`config.mk`:
```
export PLATFORM = sky130hd
export DESIGN_NAME = fft_core8_serializer
export DESIGN_NICKNAME = d
export VERILOG_FILES = /design/src/rtl/fft_core8_serializer.sv
export SDC_FILE = /design/constraint.sdc
export NUM_CORES = 1
export LEC_CHECK = 0
export ABC_AREA = 0
export BUFFER_PORTS_ARGS = -buffer_cell sky130_fd_sc_hd__buf_2
export CORE_ASPECT_RATIO = 1.25
export CORE_MARGIN = 8
export CORE_UTILIZATION = 53
export DETAILED_ROUTE_END_ITERATION = 10
export PLACE_DENSITY = 0.74
export RECOVER_POWER = 50
export SYNTH_ARGS = -nofsm -noshare
export SYNTH_HDL_FRONTEND = slang
export SYNTH_SLANG_ARGS = --single-unit
```
`constraint.sdc`:
```
create_clock -name clk -period 27.9 [get_ports clk]
set_input_delay 1.395 -clock clk [delete_from_list [all_inputs] [get_ports clk]]
set_output_delay 1.395 -clock clk [all_outputs]
set_load 0.02 [all_outputs]
```
`src/rtl/fft_core8_serializer.sv`:
```
// fft_core8_serializer: buffers 8-lane FFT output frames (FRM_DEPTH deep)
// and replays them one complex sample per cycle over a valid/ready stream.
//   in : clk, rst, vld_in, fft_din_re, fft_din_im, dout_rdy, ovf_clr
//   out: dout_vld, dout_re, dout_im, dout_idx, dout_last, ovf
module fft_core8_serializer #(
  parameter int FFT_DATA_WD = 10,
  parameter int FRM_DEPTH   = 2
) (
  input  logic                     clk,
  input  logic                     rst,
  input  logic                     vld_in,
  input  logic [8*FFT_DATA_WD-1:0] fft_din_re,
  input  logic [8*FFT_DATA_WD-1:0] fft_din_im,
  input  logic                     dout_rdy,
  output logic                     dout_vld,
  output logic [FFT_DATA_WD-1:0]   dout_re,
  output logic [FFT_DATA_WD-1:0]   dout_im,
  output logic [2:0]               dout_idx,
  output logic                     dout_last,
  input  logic                     ovf_clr,
  output logic                     ovf
);

  localparam int PW = (FRM_DEPTH > 1) ? $clog2(FRM_DEPTH) : 1;
  localparam logic [PW:0] DEPTH_C = (PW+1)'(FRM_DEPTH);

  typedef logic [FFT_DATA_WD-1:0] smp_t;

  smp_t          re_q [FRM_DEPTH][8];
  smp_t          im_q [FRM_DEPTH][8];
  logic [PW-1:0] wr_ptr_q, wr_ptr_d;
  logic [PW-1:0] rd_ptr_q, rd_ptr_d;
  logic [PW:0]   count_q, count_d;
  logic [2:0]    lane_q, lane_d;
  logic          ovf_q, ovf_d;

  logic xfer, pop, push, drop;

  always_comb begin
    xfer = dout_vld & dout_rdy;
    pop  = xfer & (lane_q == 3'd7);
    // a full buffer still takes a frame when its head leaves this cycle
    push = vld_in & ((count_q < DEPTH_C) | pop);
    drop = vld_in & ~push;

    wr_ptr_d = wr_ptr_q;
    rd_ptr_d = rd_ptr_q;
    count_d  = count_q;
    lane_d   = lane_q;
    ovf_d    = ovf_q;

    if (push) wr_ptr_d = wr_ptr_q + PW'(1);
    if (pop)  rd_ptr_d = rd_ptr_q + PW'(1);

    unique case ({push, pop})
      2'b10:   count_d = count_q + (PW+1)'(1);
      2'b01:   count_d = count_q - (PW+1)'(1);
      default: count_d = count_q;
    endcase

    // 3-bit lane wraps 7->0 exactly on the popping transfer
    if (xfer) lane_d = lane_q + 3'd1;

    // a drop wins over a same-cycle clear
    if (drop)         ovf_d = 1'b1;
    else if (ovf_clr) ovf_d = 1'b0;
  end

  always_ff @(posedge clk or posedge rst) begin
    if (rst) begin
      for (int f = 0; f < FRM_DEPTH; f++) begin
        for (int k = 0; k < 8; k++) begin
          re_q[f][k] <= '0;
          im_q[f][k] <= '0;
        end
      end
      wr_ptr_q <= '0;
      rd_ptr_q <= '0;
      count_q  <= '0;
      lane_q   <= '0;
      ovf_q    <= 1'b0;
    end else begin
      if (push) begin
        for (int k = 0; k < 8; k++) begin
          re_q[wr_ptr_q][k] <= fft_din_re[k*FFT_DATA_WD +: FFT_DATA_WD];
          im_q[wr_ptr_q][k] <= fft_din_im[k*FFT_DATA_WD +: FFT_DATA_WD];
        end
      end
      wr_ptr_q <= wr_ptr_d;
      rd_ptr_q <= rd_ptr_d;
      count_q  <= count_d;
      lane_q   <= lane_d;
      ovf_q    <= ovf_d;
    end
  end

  assign dout_vld  = (count_q != '0);
  assign dout_re   = re_q[rd_ptr_q][lane_q];
  assign dout_im   = im_q[rd_ptr_q][lane_q];
  assign dout_idx  = lane_q;
  assign dout_last = dout_vld & (lane_q == 3'd7);
  assign ovf       = ovf_q;

endmodule

```
Word level (Yosys, flattened, before mapping)
Cells that the tools add are included.
{"block": "op_classes", "add_sub_neg": 5, "n_lt_le_gt_ge": 5, "eq_ne": 3, "n_mux": 47, "n_bitwise": 10, "reduce_logical": 4}
{"cell": "$bwmux W160", "count": 16}
{"cell": "$demux W80 S1", "count": 8}
{"cell": "$mux W80", "count": 7}
{"cell": "$mux W70", "count": 1}
{"cell": "$bmux W10 S3", "count": 2}
{"cell": "$mux W60", "count": 1}
{"cell": "$mux W10", "count": 5}
{"cell": "$mux W50", "count": 1}
{"cell": "$mux W40", "count": 1}
{"cell": "$mux W30", "count": 1}
{"cell": "$mux W20", "count": 1}
{"cell": "$reduce_bool A2 Y1", "count": 3}
{"cell": "$and A1 B1 Y1", "count": 5}
{"cell": "$ge A2 B2 Y1 const B", "count": 2}
{"cell": "$ge A4 B4 Y1 const B", "count": 1}
{"cell": "$not A1 Y2", "count": 2}
{"cell": "$not A3 Y4", "count": 1}
{"cell": "$pmux W2 S2", "count": 1}
{"cell": "$add A3 B1 Y3 const B", "count": 1}
{"cell": "$eq A3 B3 Y1 const B", "count": 1}
{"cell": "$add A1 B1 Y1 const B", "count": 2}
{"cell": "$add A2 B1 Y2 const B", "count": 1}
{"cell": "$eq A2 B1 Y1 const B", "count": 1}
{"cell": "$eq A2 B2 Y1 const B", "count": 1}
{"cell": "7 further kinds", "count": 8}
{"block": "word_totals", "ff_bits": 328, "output_inout_bits": 26, "elab_cells": 111}

Depth between registers and ports, before layout
{"block": "logic_depth", "depth_word": 13, "ltp_mapped": 8, "depth_no_buf": 8}

Worst setup path before layout
No wires, ideal clock.
{"block": "synth_path", "path_type": "register to output", "start": "register lane_q[0] (netlist: dout_idx[0])", "end": "output port dout_im[0]", "arrival_ps": 1893, "slack_ps": 24612, "stages_incl_launch_ff": 6, "cell_sequence": "dfrtp_1 -> buf_2 -> buf_2 -> mux4_2 -> a22oi_1 -> nand2_1"}
{"block": "synth_between", "elab_chain_len": 4}
{"item": "from (decl)", "line": "34", "source": "logic [2:0] lane_q, lane_d;"}
{"item": "from (signal assigned)", "line": "92", "source": "lane_q <= lane_d;"}
{"item": "$not A3 Y4 (implied by the code)", "line": "99", "source": "assign dout_im = im_q[rd_ptr_q][lane_q];"}
{"item": "$bmux W10 S3", "line": "99"}
{"item": "$mux W10 (implied by the code) (2 in series)", "line": "99"}
{"item": "to (decl)", "line": "17", "source": "output logic [FFT_DATA_WD-1:0] dout_im,"}
Every way passes these cells. The select of a mux whose other input is x is not followed.

==> report_table.html <==
<table>
<tr><th>Metric</th><th>Value</th></tr>
<tr><th colspan="2">STA</th></tr>
<tr><td># setup viols final</td><td>0</td></tr>
<tr><td>Shortest period the worst path allows</td><td>10.23 ns</td></tr>
<tr><td>Clock Skews</td><td>0.0226 ns</td></tr>
<tr><td>Max-slew headroom at the worst pin</td><td>-2.13</td></tr>
<tr><td>Transition time at the pin with the least slew margin</td><td>4.68 ns</td></tr>
<tr><td>Setup repair after global routing missed its margin</td><td>no</td></tr>
<tr><td>Count of final hold-check violations</td><td>0</td></tr>
<tr><td>TNS Setup</td><td>0 ns</td></tr>
<tr><td>Slew Viols, Final</td><td>459</td></tr>
<tr><td>Part of the cycle the worst path needs</td><td>0.367</td></tr>
<tr><td>Highest Clock Rate</td><td>97.8 MHz</td></tr>
<tr><th colspan="2">Yosys</th></tr>
<tr><td>Area fraction in compound gates after synthesis</td><td>0.0217</td></tr>
<tr><td>Yosys synthesis warning count</td><td>0</td></tr>
<tr><td>Async set-or-reset flop fraction in the synthesized netlist</td><td>1.00</td></tr>
<tr><td>Combinational family with the most area after synthesis</td><td>multiplexers</td></tr>
<tr><td>Post-synthesis instance total</td><td>876</td></tr>
<tr><td>Leading area contributor after synthesis</td><td>sky130_fd_sc_hd__dfrtp_1</td></tr>
<tr><td>Count of flip-flops with a built-in enable after synthesis</td><td>0</td></tr>
<tr><td>Simple-gate portion of the synthesized area</td><td>0.00996</td></tr>
<tr><td>Adder-Cell Fraction of Synth Area</td><td>0.00257</td></tr>
<tr><td>Yosys top cell area share</td><td>0.563</td></tr>
<tr><td>FF+latch count, synth</td><td>328</td></tr>
<tr><td>Average cell area after synthesis</td><td>16.6 sq um</td></tr>
<tr><td>Sequential-to-total area share from yosys stat</td><td>0.563</td></tr>
<tr><td>Primary flip-flop cell chosen by synthesis mapping</td><td>sky130_fd_sc_hd__dfrtp_1</td></tr>
<tr><td>Area contributors post-synth</td><td>sky130_fd_sc_hd__dfrtp_1 56%, sky130_fd_sc_hd__mux2_2 17%, sky130_fd_sc_hd__mux4_2 12%</td></tr>
<tr><td>Number of nets in the synthesized netlist</td><td>1044</td></tr>
<tr><td>Count of unique library cells instantiated by Yosys</td><td>23</td></tr>
<tr><td>Post-synthesis mux area share</td><td>0.372</td></tr>
<tr><td>Synth Cell Area</td><td>14600 sq um</td></tr>
<tr><td>Area share of xor/xnor cells in the synthesized design</td><td>0.00360</td></tr>
<tr><th colspan="2">Die</th></tr>
<tr><td>Die area</td><td>33100 sq um</td></tr>
<tr><td>Placement row count</td><td>68</td></tr>
<tr><td>Starting density of the core</td><td>0.534</td></tr>
<tr><td>Die Height</td><td>201 um</td></tr>
<tr><td>Number of top-level pins</td><td>191</td></tr>
<tr><td>Total core area</td><td>27300 sq um</td></tr>
<tr><td>Horizontal die dimension</td><td>164 um</td></tr>
<tr><th colspan="2">Power</th></tr>
<tr><td>Sequential power share</td><td>0.401</td></tr>
<tr><td>Power density over the cells</td><td>130 nW/um^2</td></tr>
<tr><td>Switching power of the nets</td><td>0.000705 W</td></tr>
<tr><td>Switching share of total power</td><td>0.322</td></tr>
<tr><td>Overall Power</td><td>0.00219 W</td></tr>
<tr><td>Part of the power in the clock network</td><td>0.208</td></tr>
<tr><td>Design internal power</td><td>0.00148 W</td></tr>
<tr><td>Static leakage power</td><td>7.32 nW</td></tr>
<tr><td>Worst vdd rail ir drop</td><td>0.0640 mV</td></tr>
<tr><td>Power share of the combinational group</td><td>0.391</td></tr>
<tr><th colspan="2">Global route</th></tr>
<tr><td>Antenna violations before repair</td><td>19</td></tr>
<tr><td>Total routing usage reported by global routing</td><td>0.211</td></tr>
<tr><td>Number of global-route vias before repair</td><td>9305</td></tr>
<tr><td>Global-route wire length before repair</td><td>53800 um</td></tr>
<tr><td>Global route total overflow</td><td>0</td></tr>
<tr><td>Pin count of the biggest net entering global routing</td><td>108</td></tr>
<tr><th colspan="2">Placed design</th></tr>
<tr><td>Port Buf Inserts</td><td>190</td></tr>
<tr><td>Post-DP HPWL</td><td>23500 um</td></tr>
<tr><td>Final GP Congestion</td><td>0.776</td></tr>
<tr><th colspan="2">CTS</th></tr>
<tr><td>Maximum level of the CTS H-tree</td><td>2</td></tr>
<tr><td>Clock Tree Root</td><td>sky130_fd_sc_hd__clkbuf_16</td></tr>
<tr><td>Number of setup buffers added after CTS</td><td>0</td></tr>
<tr><td>Clock buffer count from CTS</td><td>35</td></tr>
<tr><td>Skew-Pair Late Insertion Delay</td><td>0.52 ns</td></tr>
<tr><td>Clk sink count</td><td>328</td></tr>
<tr><td>Clock input transition at the sequential cells of the worst setup and hold paths</td><td>0.05 ns</td></tr>
<tr><td>CTS tree</td><td>yes</td></tr>
<tr><td>Hold-fix buffers at CTS</td><td>0</td></tr>
<tr><td>Post-CTS sizing</td><td>0</td></tr>
<tr><td>Clk buf depth</td><td>3</td></tr>
<tr><th colspan="2">Critical path</th></tr>
<tr><td>Element type at the critical path end</td><td>asynchronous set/reset pin</td></tr>
<tr><td>Crit Path Max Fanout</td><td>107</td></tr>
<tr><td>CP Launch Type</td><td>input pin</td></tr>
<tr><td>Startpoint of the worst setup timing path</td><td>rst</td></tr>
<tr><td>FF-to-FF Start</td><td>dout_idx[0]</td></tr>
<tr><td>Critical path required time</td><td>27.59 ns</td></tr>
<tr><td>Worst path arrival time</td><td>9.91 ns</td></tr>
<tr><td>Type of the setup path with the least slack</td><td>input pin to asynchronous set/reset pin</td></tr>
<tr><th colspan="2">Hold path</th></tr>
<tr><td>Hold Crit Class</td><td>flip-flop to flip-flop</td></tr>
<tr><td>Hold path startpoint</td><td>re_q[89]</td></tr>
<tr><th colspan="2">Routing</th></tr>
<tr><td>Detailed Routing Iterations Pass 1</td><td>4</td></tr>
<tr><td>Vias after detailed routing</td><td>8458</td></tr>
<tr><td>Drt wl/cell</td><td>23.8 um</td></tr>
<tr><td>Final Routed Wirelength</td><td>34300 um</td></tr>
<tr><td>Residual DRC count</td><td>0</td></tr>
<tr><td>Final antenna-violating net count</td><td>0</td></tr>
<tr><td>Number of DRC markers in iteration 0</td><td>450</td></tr>
<tr><td>Via density per instance</td><td>5.88</td></tr>
<tr><th colspan="2">Layout</th></tr>
<tr><td>Total number of nets in the final design</td><td>1225</td></tr>
<tr><td>Number of filler instances in the final layout</td><td>2050</td></tr>
<tr><td>Fraction of the core area covered by cells at the end of the flow</td><td>0.616</td></tr>
<tr><td>Share of cells above drive strength 1</td><td>0.512</td></tr>
<tr><td>Area Overhead vs Synth</td><td>15.5%</td></tr>
<tr><th colspan="2">Outcome</th></tr>
<tr><td>Violated checks</td><td>capacitance limit, slew limit</td></tr>
<tr><td>Run status</td><td>finished with violations</td></tr>
<tr><th colspan="2">Job</th></tr>
<tr><td># Max-Cap Violations</td><td>8</td></tr>
</table>
power by group through the flow:
stage	logic [W]	registers, W	clock network [W]
after floorplan	0.000698	0.000807	0
after global placement	0.000838	0.000873	0
after detailed placement	0.000856	0.000886	0
after CTS	0.000860	0.000879	0.000468
after global routing	0.000920	0.000910	0.000484
final	0.000855	0.000877	0.000455
metal layers:
layer  share of wire  GRT usage  vias to the layer above
met5          0.0032          0                        -
met4           0.022     0.0719                       18
met3           0.061     0.0544                       62
met2            0.51      0.347                      192
met1            0.40      0.266                     4529
li1                -          -                     3657
critical path, cell delays in order:
cell	delay, ns
sky130_fd_sc_hd__clkbuf_1	0.08
sky130_fd_sc_hd__clkinvlp_2	2.56
sky130_fd_sc_hd__clkbuf_1	2.78
sky130_fd_sc_hd__clkbuf_1	2.96
placed cells by master (no fill, tap or decap), drive strengths merged, types with 3 or more instances in the layout:
master	n
mux4	80
dfrtp	328
clkinv	5
clkbuf	63
inv	5
a22oi	40
mux2	322
buf	192
ha	3
xnor2	4
nand2	22
diode	8
cells in the mapped netlist, types with 2 or more instances:
cell                         n
sky130_fd_sc_hd__buf_2      31
sky130_fd_sc_hd__mux2_1    100
sky130_fd_sc_hd__inv_1       3
sky130_fd_sc_hd__mux4_2     80
sky130_fd_sc_hd__mux2_2    222
sky130_fd_sc_hd__nand2_1    22
sky130_fd_sc_hd__dfrtp_1   328
sky130_fd_sc_hd__nor2b_1     2
sky130_fd_sc_hd__buf_6      10
sky130_fd_sc_hd__and2_1      2
sky130_fd_sc_hd__clkbuf_1    8
sky130_fd_sc_hd__xor2_1      2
sky130_fd_sc_hd__ha_1        3
sky130_fd_sc_hd__nor2_1      2
sky130_fd_sc_hd__buf_4      11
sky130_fd_sc_hd__xnor2_1     4
sky130_fd_sc_hd__a22oi_1    40
area by class of cell:
type                    count  area (sq um)  area share
well taps                 350           438      0.0260
clock inverters            10           111     0.00662
diodes                      8          20.0     0.00119
flip-flops and latches    328          8210       0.488
inverters                   3          12.5    0.000743
clock buffers              51          1030      0.0610
repair buffers            204          1030      0.0613
multi-input cells         485          5980       0.355
per-stage QoR:
stage,instance area (sq um),instances,worst slack (ns),hold WS (ns)
after floorplan,14600,876,17.42,0.446
after global placement,15700,1370,23.49,0.462
after detailed placement,15700,1370,23.46,0.469
after CTS,16900,1431,22.93,0.482
after global routing,16800,1438,15.51,0.497
final,16800,1439,17.67,0.480
sequential cells by signal, summed over array words and instances, names as in the netlist:
name and flops:
ovf 1, re_q 160, wr_ptr_q 1, rd_ptr_q 1, count_q 2, dout_idx 3
im_q 160
final timing paths:
| check | slack (ns) | depth (start not counted) | end |
|---|---|---|---|
| max | 17.67 | 4 | re_q[109] |
| max reg2reg | 19.71 | 7 | re_q[63] |
| min in group asynchronous | 2.28 | 2 | im_q[87] |
| min | 0.48 | 1 | re_q[89] |
| min reg2reg | 0.48 | 1 | re_q[89] |
| max in group clk | 19.71 | 7 | re_q[63] |
kinds of logic (layout without fill, tap and decap cells):
kind of cell    Yosys count  after routing
mux                     402            402
flops                   328            328
buf+inv                  63            268
compound gates           42             42
simple gates             32             32
xor+xnor                  6              6
fa+ha+maj                 3              3
other cells               0              8
Power figures use the tool's default switching activity.
